**config.mk**
```make
export PLATFORM = sky130hd
export DESIGN_NAME = evt_encoder_fifo
export DESIGN_NICKNAME = d
export VERILOG_FILES = /design/src/rtl/evt_encoder_fifo.sv
export SDC_FILE = /design/constraint.sdc
export NUM_CORES = 1
export LEC_CHECK = 0
export CAP_MARGIN = 20
export CORE_ASPECT_RATIO = 1.1
export CORE_MARGIN = 4
export CORE_UTILIZATION = 40
export DETAILED_ROUTE_END_ITERATION = 8
export DONT_BUFFER_PORTS = 1
export GPL_ROUTABILITY_DRIVEN = 0
export PLACE_DENSITY = 0.55
export SETUP_SLACK_MARGIN = 0.2
export SLEW_MARGIN = 20
export SYNTH_ARGS = -nofsm -noshare
export SYNTH_HDL_FRONTEND = slang
export SYNTH_SLANG_ARGS = --single-unit
```
**constraint.sdc**
```tcl
create_clock -name clk -period 2.7 [get_ports clk]
set_input_delay 0.675 -clock clk [delete_from_list [all_inputs] [get_ports clk]]
set_output_delay 0.675 -clock clk [all_outputs]
set_load 0.005 [all_outputs]
```
**src/rtl/evt_encoder_fifo.sv**
```systemverilog
// evt_encoder_fifo
// Turns one-hot row/column grants from the readout arbiter into binary
// (row, col) address events, optionally tagged with a free-running timestamp,
// and buffers them in a first-word-fall-through FIFO on a valid/ready stream.
// hold_o warns the arbiter one entry before the buffer fills.
// Optional feature macro: EVT_TIMESTAMP_EN (adds the TS_W-bit timestamp field).

module evt_encoder_fifo #(
    parameter int ROWS  = 4,
    parameter int COLS  = 4,
    parameter int DEPTH = 8,
    parameter int TS_W  = 16,
    localparam int RW = (ROWS > 1) ? $clog2(ROWS) : 1,
    localparam int CW = (COLS > 1) ? $clog2(COLS) : 1,
`ifdef EVT_TIMESTAMP_EN
    localparam bit TS_EN = 1'b1,
`else
    localparam bit TS_EN = 1'b0,
`endif
    localparam int TSW_EFF = TS_EN ? TS_W : 0,
    localparam int EW = TSW_EFF + RW + CW
) (
    input  logic            clk,
    input  logic            reset_n,
    input  logic [ROWS-1:0] x_gnt_i,
    input  logic [COLS-1:0] y_gnt_i,
    output logic [EW-1:0]   evt_data_o,
    output logic            evt_valid_o,
    input  logic            evt_ready_i,
    output logic            hold_o,
    output logic [7:0]      ovf_cnt_o,
    output logic            err_o
);

    localparam int AW    = $clog2(DEPTH);
    localparam int CNT_W = AW + 1;

    logic [RW-1:0]    w_row;
    logic [CW-1:0]    w_col;
    logic             w_x_multi;
    logic             w_y_multi;
    logic             w_gnt_vld;
    logic             w_capture;
    logic             w_push;
    logic             w_pop;
    logic             w_drop;
    logic [EW-1:0]    w_evt;
    logic [CNT_W-1:0] w_count_nxt;

    logic [ROWS-1:0]  r_prev_x;
    logic [COLS-1:0]  r_prev_y;
    logic             r_prev_vld;
    logic [EW-1:0]    r_mem [DEPTH];
    logic [AW-1:0]    r_wr_ptr;
    logic [AW-1:0]    r_rd_ptr;
    logic [CNT_W-1:0] r_count;
    logic             r_hold;
    logic [7:0]       r_ovf;
    logic             r_err;

    // Lowest-set-bit priority encode of both grant vectors.
    always_comb begin
        w_row = '0;
        for (int i = ROWS - 1; i >= 0; i--) begin
            if (x_gnt_i[i]) w_row = RW'(i);
        end
        w_col = '0;
        for (int j = COLS - 1; j >= 0; j--) begin
            if (y_gnt_i[j]) w_col = CW'(j);
        end
    end

    // A grant is a new event only on its first cycle or when the pair changes.
    assign w_x_multi = (x_gnt_i & (x_gnt_i - ROWS'(1))) != '0;
    assign w_y_multi = (y_gnt_i & (y_gnt_i - COLS'(1))) != '0;
    assign w_gnt_vld = (x_gnt_i != '0) && (y_gnt_i != '0);
    assign w_capture = w_gnt_vld &&
                       (!r_prev_vld || (x_gnt_i != r_prev_x) || (y_gnt_i != r_prev_y));

`ifdef EVT_TIMESTAMP_EN
    logic [TS_W-1:0] r_ts;

    // Free-running timestamp; wraps naturally at its width.
    always_ff @(posedge clk or negedge reset_n) begin
        if (!reset_n) r_ts <= '0;
        else          r_ts <= r_ts + TS_W'(1);
    end

    assign w_evt = {r_ts, w_row, w_col};
`else
    assign w_evt = {w_row, w_col};
`endif

    // When full, a push is still accepted if the head leaves in the same cycle.
    assign w_pop  = (r_count != '0) && evt_ready_i;
    assign w_push = w_capture && ((r_count != CNT_W'(DEPTH)) || w_pop);
    assign w_drop = w_capture && !w_push;

    // Next-state occupancy, shared by the count register and hold_o.
    always_comb begin
        w_count_nxt = r_count;
        if (w_push && !w_pop)      w_count_nxt = r_count + CNT_W'(1);
        else if (!w_push && w_pop) w_count_nxt = r_count - CNT_W'(1);
    end

    // Previous-grant history for deduplication.
    always_ff @(posedge clk or negedge reset_n) begin
        if (!reset_n) begin
            r_prev_x   <= '0;
            r_prev_y   <= '0;
            r_prev_vld <= 1'b0;
        end else begin
            r_prev_x   <= x_gnt_i;
            r_prev_y   <= y_gnt_i;
            r_prev_vld <= w_gnt_vld;
        end
    end

    // Storage array; contents are only observable through the count, so no reset.
    always_ff @(posedge clk) begin
        if (w_push) r_mem[r_wr_ptr] <= w_evt;
    end

    // Pointers, occupancy, back-pressure, overflow counter and sticky error.
    always_ff @(posedge clk or negedge reset_n) begin
        if (!reset_n) begin
            r_wr_ptr <= '0;
            r_rd_ptr <= '0;
            r_count  <= '0;
            r_hold   <= 1'b0;
            r_ovf    <= '0;
            r_err    <= 1'b0;
        end else begin
            if (w_push) r_wr_ptr <= r_wr_ptr + AW'(1);
            if (w_pop)  r_rd_ptr <= r_rd_ptr + AW'(1);
            r_count <= w_count_nxt;
            r_hold  <= (w_count_nxt >= CNT_W'(DEPTH - 1));
            if (w_drop && (r_ovf != 8'hFF)) r_ovf <= r_ovf + 8'd1;
            if (w_x_multi || w_y_multi)     r_err <= 1'b1;
        end
    end

    assign evt_valid_o = (r_count != '0);
    assign evt_data_o  = evt_valid_o ? r_mem[r_rd_ptr] : '0;
    assign hold_o      = r_hold;
    assign ovf_cnt_o   = r_ovf;
    assign err_o       = r_err;

endmodule

```
==> results.py <==
metrics = {
    "sta": {
        "hold_viol": 0,
        "timing.final.crit_share_pct": 87.20,
        "period_needed_ns": 2.354,
        "fin_worst_skew_ns": 0.009197,
        "worstMarginPinSlew_ns": 0.5575,
        "slew_viol_final": 0,
        "slew_headroom_pct": 62.69,
        "fmax_ghz": 0.4247,
        "finalHoldWorstSlack_ns": 0.03288,
        "rsz0062_at_grt": "false",
        "fin_tns_setup_ns": 0,
        "setup_violations": 0,
    },
    "critical_path": {
        "slowest_stage": "dfrtp_1",
        "required_ns": 2.03,
        "path_cells": "inv_1, ha_1, nor3b_4, inv_1",
        "cpMostUsedCell": "inv_1",
        "critical_path.max_fanout": 8,
        "reg2reg_from": "r_count[0]",
        "crit_path_start_kind": "flip-flop",
        "end_kind": "primary output",
        "cp.arrival_ns": 1.68,
        "max_stage_delay_ns": 0.46,
        "cp-startpoint": "r_count[0]",
        "critical_path_class": "reg -> out",
    },
    "global_routing": {
        "grt_pass1_vias": 1706,
        "grtUsageTotal_pct": 13.29,
        "gr-total-overflow": 0,
        "grt_max_degree": 30,
        "antenna_found_initial": 0,
        "grt_pass1_wl_um": 8252,
    },
    "synthesis": {
        "syn_avg_cell_area_um2": 14.03,
        "synth-seq-area-share_pct": 60.10,
        "yosys.area_share.simple_pct": 12.57,
        "synth-edff-count": 32,
        "synth_top_cell_by_area": "edfxtp_1",
        "synthFlopType": "edfxtp_1",
        "synth_top_family_by_area": "simple AND/OR/NAND/NOR gates",
        "synth_top_area_share_pct": 34.24,
        "muxShareOfSynthArea_pct": 9.808,
        "ys_ff_latch": 61,
        "synth_compound_area_share_pct": 6.331,
        "netlist-cell-type-count": 46,
        "ys_top_cells_by_area": "edfxtp_1 (34%), dfrtp_1 (26%), mux4_2 (6.4%)",
        "yosys.area_share.adder_pct": 2.586,
        "yosys_warnings": 0,
        "synthCells": 200,
        "synth_nets": 216,
        "async_reset_ff_share_pct": 47.54,
        "synth_area_um2": 2806,
        "synth_xor_area_share_pct": 6.242,
    },
    "cts": {
        "cts_buffer_depth": 2,
        "cts_hold_buf": 0,
        "numCtsBuffers": 9,
        "insertion_delay_ns": 0.33,
        "postCtsSetupBuffers": 0,
        "cts.sinks": 61,
        "cts-resized-gates": 1,
        "clock-root-buffer": "clkbuf_8",
        "htreeDepth": 3,
        "cts.clk_slew.worst_paths_ns": 0.07,
        "cts_tree": "yes",
    },
    "final_layout": {
        "drive_above_1_share_pct": 19.63,
        "syn_to_final_growth_pct": 10.88,
        "regArea_um2": 1688,
        "num_antenna_cells": 0,
        "nets": 230,
        "multi_input_area_um2": 1054,
        "fill_cells": 611,
        "final_common_cell": "edfxtp_1",
        "final_cell_mix": "edfxtp_1 (32), dfrtp_1 (28), nor2_1 (18), xnor2_1 (18), nand2_1 (12)",
    },
    "power_and_ir_drop": {
        "peakVddDrop_uv": 418.6,
        "power.leakage_nw": 1.178,
        "power_density_nw_per_um2": 980.5,
    },
    "routing": {
        "ant_nets": 0,
        "drt_iter0_drc": 88,
        "via_per_inst": 5.342,
        "vias": 1608,
        "wl_um": 5058,
        "drt_pass1_iterations": 4,
        "post_drt_wl_per_cell_um": 16.80,
        "drc": 0,
    },
    "floorplanning": {
        "start_util_pct": 41.82,
        "die_w_um": 87.87,
        "fp.dieH_um": 95.85,
        "rows": 31,
        "die_area_um2": 8422,
        "ioPinCount": 26,
        "core_um2": 6710,
    },
    "placed_design": {
        "portBuffers": 0,
        "hpwl_um": 3738,
    },
    "min_path": {
        "hold_class": "in -> async",
    },
    "outcome": {
        "outcome": "finished clean",
    },
    "job": {
        "max_cap_viol_count": 0,
    },
}
flip-flops by register name, indices dropped and copies added (netlist names):
register,flops
hold_o,1
r_prev_y,4
ovf_cnt_o,8
r_mem,32
r_rd_ptr,3
r_count,4
err_o,1
r_prev_x,4
r_wr_ptr,3
r_prev_vld,1
worst max-delay path, delay by kind of cell (launching register included):
kind	cells	cell delay [ns]
adders and majority gates	1	0.29
and+or+nand+nor	1	0.33
DFF	1	0.46
buffers and inverters	2	0.26
Yosys cell counts (2+ instances only):
master,count
inv_1,8
edfxtp_1,32
xor2_1,2
nand4_1,3
and3_1,4
ha_1,5
xnor2_1,18
mux2_2,4
mux4_2,8
nor3_1,5
nand2_1,12
clkbuf_1,3
mux2i_1,5
nand3_1,3
nor2_1,18
nor3b_1,5
nor4b_1,2
a21oi_1,4
dfrtp_1,29
buf_2,2
a31oi_1,3
per-stage QoR:
step	area [um^2]	instances	setup slack [ns]	power, mW	util [%]
2_1_floorplan	2806	200	0.4410	2.146	-
3_3_place_gp	2948	285	0.5105	2.348	43.93
3_5_place_dp	2948	285	0.4515	2.404	43.93
4_1_cts	3112	301	0.3079	3.088	46.37
5_1_grt	3112	301	0.2176	3.248	46.37
6_report	3112	301	0.3455	3.051	46.37
worst paths after layout:
| kind | slack (ns) | depth (start not counted) | endpoint |
|---|---|---|---|
| max in group asynchronous | 2.57 | 0 | err_o |
| worst max-delay path | 0.35 | 4 | evt_valid_o |
| worst min register to register | 0.52 | 1 | err_o |
| worst min-delay path | 0.03 | 0 | r_count[1] |
| min in group clk | 0.37 | 0 | r_prev_x[2] |
| worst max register to register | 0.42 | 7 | r_mem[2][3] |
area by class of cell:
cell class | instances | share of cell area [%]
clock buffer | 14 | 4.906
inverter | 8 | 0.9650
timing repair buffer | 10 | 2.413
multi-input combinational | 124 | 33.86
clock inverter | 2 | 0.3217
tap | 82 | 3.297
sequential | 61 | 54.24
cells by family after synthesis:
kind of cell | after synthesis
DFF | 61
xor gates and xnor gates | 20
muxes | 17
adders and majority gates | 6
AOI/OAI and AO/OA | 18
and+or+nand+nor | 63
buffers and inverters | 15
routing by layer:
metal	routed length (um)	track usage [%]	share of wire, %	up-vias
li1	-	-	-	769
met1	2118	15.42	42	799
met2	2608	22.24	52	32
met3	253	4.880	5.0	8
met4	77	5.371	1.5	0
met5	0	0	0	-
power breakdown:
part	internal [mW]	total (mW)	switching [mW]	leakage, nW
Sequential	1.23	1.48	0.248	0.647
Combinational	0.481	0.897	0.416	0.446
Clock	0.356	0.678	0.321	0.0844
No activity file was read; power rests on OpenSTA's default activity.
